--- src/rtl/count_seq_pkg.sv ---
// count_seq_pkg: shared types and defaults for the count sequencer.
// State encoding is exported on the debug state port.
package count_seq_pkg;

    typedef enum logic [1:0] {
        IDLE   = 2'b00,
        RUN    = 2'b01,
        PAUSED = 2'b10
    } state_t;

    localparam int DEF_WIDTH = 4;
    localparam int DEF_LIMIT = 9;

endpackage

--- src/rtl/count_sequencer_core.sv ---
// count_core: reusable up-counter with clear, enable and limit compare.
// at_limit is combinational so the owner can compare before incrementing.
module count_core #(
    parameter int WIDTH = 4
) (
    input  logic             clk,
    input  logic             rst,
    input  logic             clr,
    input  logic             en,
    input  logic [WIDTH-1:0] limit,
    output logic [WIDTH-1:0] count,
    output logic             at_limit
);

    always_ff @(posedge clk) begin
        if (rst) begin
            count <= '0;
        end else if (clr) begin
            count <= '0;
        end else if (en) begin
            count <= count + 1'b1;
        end
    end

    assign at_limit = (count == limit);

endmodule

--- src/rtl/count_sequencer.sv ---
// count_sequencer: command-driven FSM sequencing count_core runs.
// Sole owner of the counter's clear and enable.
module count_sequencer
    import count_seq_pkg::*;
#(
    parameter int WIDTH         = DEF_WIDTH,
    parameter int DEFAULT_LIMIT = DEF_LIMIT
) (
    input  logic             clk,
    input  logic             rst,
    input  logic             cmd_valid,
    output logic             cmd_ready,
    input  logic [WIDTH-1:0] cmd_limit,
    input  logic             cmd_auto,
    input  logic             pause,
    input  logic             abort,
    output logic [WIDTH-1:0] count,
    output logic             wrap,
    output logic             done,
    output logic             busy,
    output logic [1:0]       state
);

    state_t           st;
    logic [WIDTH-1:0] limit_reg;
    logic             auto_reg;
    logic             clr;
    logic             en;
    logic             at_limit;

    count_core #(
        .WIDTH (WIDTH)
    ) u_core (
        .clk      (clk),
        .rst      (rst),
        .clr      (clr),
        .en       (en),
        .limit    (limit_reg),
        .count    (count),
        .at_limit (at_limit)
    );

    // Compare precedes increment, so a full-scale limit never overflows.
    always_comb begin
        clr = 1'b0;
        en  = 1'b0;
        unique case (st)
            IDLE: clr = cmd_valid;
            RUN: begin
                if (abort) begin
                    clr = 1'b1;
                end else if (!pause) begin
                    if (at_limit) begin
                        clr = auto_reg;
                    end else begin
                        en = 1'b1;
                    end
                end
            end
            PAUSED: clr = abort;
            default: ;
        endcase
    end

    always_ff @(posedge clk) begin
        if (rst) begin
            st        <= IDLE;
            limit_reg <= WIDTH'(DEFAULT_LIMIT);
            auto_reg  <= 1'b0;
            wrap      <= 1'b0;
            done      <= 1'b0;
        end else begin
            wrap <= 1'b0;
            done <= 1'b0;
            unique case (st)
                IDLE: begin
                    if (cmd_valid) begin
                        limit_reg <= cmd_limit;
                        auto_reg  <= cmd_auto;
                        st        <= RUN;
                    end
                end
                RUN: begin
                    if (abort) begin
                        st <= IDLE;
                    end else if (pause) begin
                        st <= PAUSED;
                    end else if (at_limit) begin
                        if (auto_reg) begin
                            wrap <= 1'b1;
                        end else begin
                            done <= 1'b1;
                            st   <= IDLE;
                        end
                    end
                end
                PAUSED: begin
                    if (abort) begin
                        st <= IDLE;
                    end else if (!pause) begin
                        st <= RUN;
                    end
                end
                default: st <= IDLE;
            endcase
        end
    end

    assign cmd_ready = (st == IDLE);
    assign busy      = (st != IDLE);
    assign state     = st;

endmodule
--- config.mk ---
export PLATFORM = sky130hd
export DESIGN_NAME = count_sequencer
export DESIGN_NICKNAME = d
export VERILOG_FILES = /design/src/rtl/count_seq_pkg.sv /design/src/rtl/count_sequencer_core.sv /design/src/rtl/count_sequencer.sv
export SDC_FILE = /design/constraint.sdc
export NUM_CORES = 1
export LEC_CHECK = 0
export CAP_MARGIN = 15
export CORE_ASPECT_RATIO = 0.9
export CORE_MARGIN = 2
export CORE_UTILIZATION = 39
export CTS_CLUSTER_DIAMETER = 100
export DETAILED_ROUTE_END_ITERATION = 16
export PLACE_DENSITY = 0.72
export RECOVER_POWER = 50
export SYNTH_ARGS = -nofsm -noshare
export SYNTH_HDL_FRONTEND = slang
export SYNTH_SLANG_ARGS = --single-unit
--- constraint.sdc ---
create_clock -name clk -period 1.6 [get_ports clk]
set_input_delay 0.24 -clock clk [delete_from_list [all_inputs] [get_ports clk]]
set_output_delay 0.24 -clock clk [all_outputs]
set_load 0.02 [all_outputs]
==> impl_metrics.toml, run 1 <==
[power]
combPwrFrac_pct = 20.2
p_clk_share_pct = 29.5
vdd_drop_max_mv = 0.491
p_per_area_nw_per_um2 = 677
power_frac_seq_pct = 50.3
intPower_mw = 0.510
switching_power_mw = 0.174
power.leakage_nw = 0.458
swShare_pct = 25.4

[global_route]
grt_usage_pct = 17.3
grt_pass1_vias = 576
gr-total-overflow = 0
grt_max_degree = 9
grt_pass1_wl_mm = 2.36
antenna_found_initial = 0

[critical_path]
crit_type = "reg2reg"
cp.arrival_ns = 1.85
max_stage_delay_ns = 0.50
cp-start-kind = "flop"
crit_slowest_cell = "or4b_4"
cp-end-kind = "flop"
critPathMaxFanout = 6
required_ns = 1.82
crit_path_cell_trace = "or4b_4, a41o_4, or3_1, a21oi_1"

[job]
drv_cap = 0

[logic_synthesis]
avgSynthCellArea_um2 = 9.63
ys_warn_count = 0
yosys.area.top_type = "dfxtp_1"
synthTopCellsByArea = "dfxtp_1 (41%), mux2i_1 (7.9%), xnor2_1 (6.9%), nor2_1 (5.9%), a41o_4 (3.3%)"
syn_nets = 77
syn_area_um2 = 636
synthDominantCellAreaShare_pct = 40.9
synth-seq-area-share_pct = 40.9
synthesis.instances = 66
ys_types = 26
synth-seq-cells = 13

[sta]
finalCritPeriodShare_pct = 102
worst_pin_slew_ns = 0.357
rsz0062_at_grt = "yes"
layout_min_cycle_time_ns = 1.64
setup_ws_ns = -0.0362
relSlewSlack_pct = 76.2
hold_violations = 0
slew_violations = 0
finalSetupViolCount = 2
fin_skew_ns = 0.00450
fmax_ghz = 0.611

[clock_network]
cts.sink_count = 13
cts_buffer_depth = 2
numCtsBuffers = 3
cts_tree = "yes"
root_buffer = "clkbuf_4"
clkTransAtPathRegs_ns = 0.08
clock_latency_ns = 0.28
htree_levels = 1

[drt]
route.vias.total = 598
detailedRoute.firstPassIterationCount = 4
wl_per_cell_um = 11.1
drc = 0
drtIter0Drc = 7
ant_nets = 0
via_per_inst = 4.64
wirelength_mm = 1.44

[die]
chipHeight_um = 42.3
core_um2 = 1480
initial_core_util_pct = 42.9
num_rows = 13
die_area_um2 = 1970
die_w_um = 46.6
io-pin-count = 20

[placed_design]
placed_cells = 120
io_buffers = 19
place.gp.congestion = 0.724
dp_hpwl_mm = 1.09
dp_slack_ns = -0.398

[status]
violations = "negative setup slack"
status = "finished with violations"

[cells_and_area]
fin_nets = 119
n_antenna_cell = 0
layout_common_cells = "buf_4 (18), dfxtp_1 (11), nor2_1 (10)"
final_layout_size_suffix_gt1_share_pct = 31.8
layoutNonFillerInstCount = 129
final_core_util_pct = 68.3
synthToLayoutAreaGrowth_pct = 59.1
layout_commonest_cell = "buf_4"

[min_path]
min_path_type = "in2reg"
[synthesized netlist by cell type]
cell,n
and2b_2,1
nand4_1,1
nand3_1,1
clkbuf_1,1
or3_2,1
nand2_1,1
dfxtp_1,13
a21oi_1,4
nor2b_1,2
nor3b_2,1
nor2_1,10
a211o_1,2
o21ai_0,3
a41o_4,1
o311ai_0,1
inv_1,3
or4b_4,1
or3_1,2
buf_6,1
nor4b_1,1
ha_1,1
xor2_1,1
o21ba_2,1
mux2i_1,5
or2_2,2
xnor2_1,5
[layer usage]
| metal | wire length [µm] | GRT usage (%) | vias up |
|---|---|---|---|
| met2 | 664 | 26.9 | 14 |
| met5 | 0 | 0 | - |
| met4 | 31 | 6.86 | 0 |
| met3 | 75 | 7.76 | 5 |
| li1 | - | - | 310 |
| met1 | 663 | 20.2 | 269 |
[power groups by stage]
| stage | clock [mW] | combinational, mW | sequential (mW) |
|---|---|---|---|
| after floorplan | 0 | 0.0654 | 0.355 |
| after CTS | 0.208 | 0.141 | 0.344 |
| after global placement | 0 | 0.138 | 0.352 |
| final | 0.202 | 0.138 | 0.344 |
| after global routing | 0.219 | 0.151 | 0.345 |
| after detailed placement | 0 | 0.141 | 0.352 |
[critical path: cells and delay by family (launching register included)]
family / cells / cell delay (ns)
AO/OA/AOI/OAI: 2 / 0.42
flip-flops: 1 / 0.35
AND/OR/NAND/NOR: 2 / 0.81
[final cells by class]
class,count,area (µm²)
fillers,124,469
clock buffers,4,26.3
flip-flops and latches,13,265
multi-input cells,48,353
repair buffers,39,328
inverters,3,11.3
well taps,22,27.5
[cell families (layout without fill, tap and decap cells)]
logic type	Yosys count	count (layout)	share of synthesized area [%]
AND/OR/NAND/NOR	24	24	22.2
flip-flops	13	13	40.9
AO/OA/AOI/OAI	12	12	14.6
XOR/XNOR	6	6	8.27
multiplexers	5	5	7.87
buffers and inverters	5	46	4.13
adder cells (fa/ha/maj)	1	1	1.97
[final timing paths]
path                            startpoint         endpoint  slack [ns]  depth (start not counted)
worst max-delay path              state[1]  u_core.count[3]       -0.04                          4
worst min register to register    auto_reg             done        0.45                          1
worst min-delay path                 abort         state[1]        0.38                          3
worst max register to register    state[1]  u_core.count[3]       -0.04                          4
[metrics by stage]
stage	cell area, µm²	hold WS [ns]	power (mW)	setup TNS [ns]
3_5_place_dp	956	0.438	0.493	-2.22
6_report	1010	0.382	0.684	-0.0488
3_3_place_gp	956	0.441	0.490	-2.07
4_1_cts	1010	0.365	0.693	-0.189
2_1_floorplan	641	0.307	0.420	-0.235
5_1_grt	1010	0.396	0.715	-0.173
[timing repair]
item / 4_1_cts / 5_1_grt
setup buffers: 3 / 2
endpoints found under the hold margin: 0 / 0
hold buffers: 0 / 0
pin swaps: 2 / 3
gates resized for setup: 13 / 5
endpoints found under the setup margin: 12 / 8
No activity file was read; power rests on OpenSTA's default activity.
==> run 2, diff against run 1 <==
- CTS_CLUSTER_DIAMETER: 100 -> 120
==> results of run 2 <==
Final layout, timing and power as in run 1 (identical DEF).
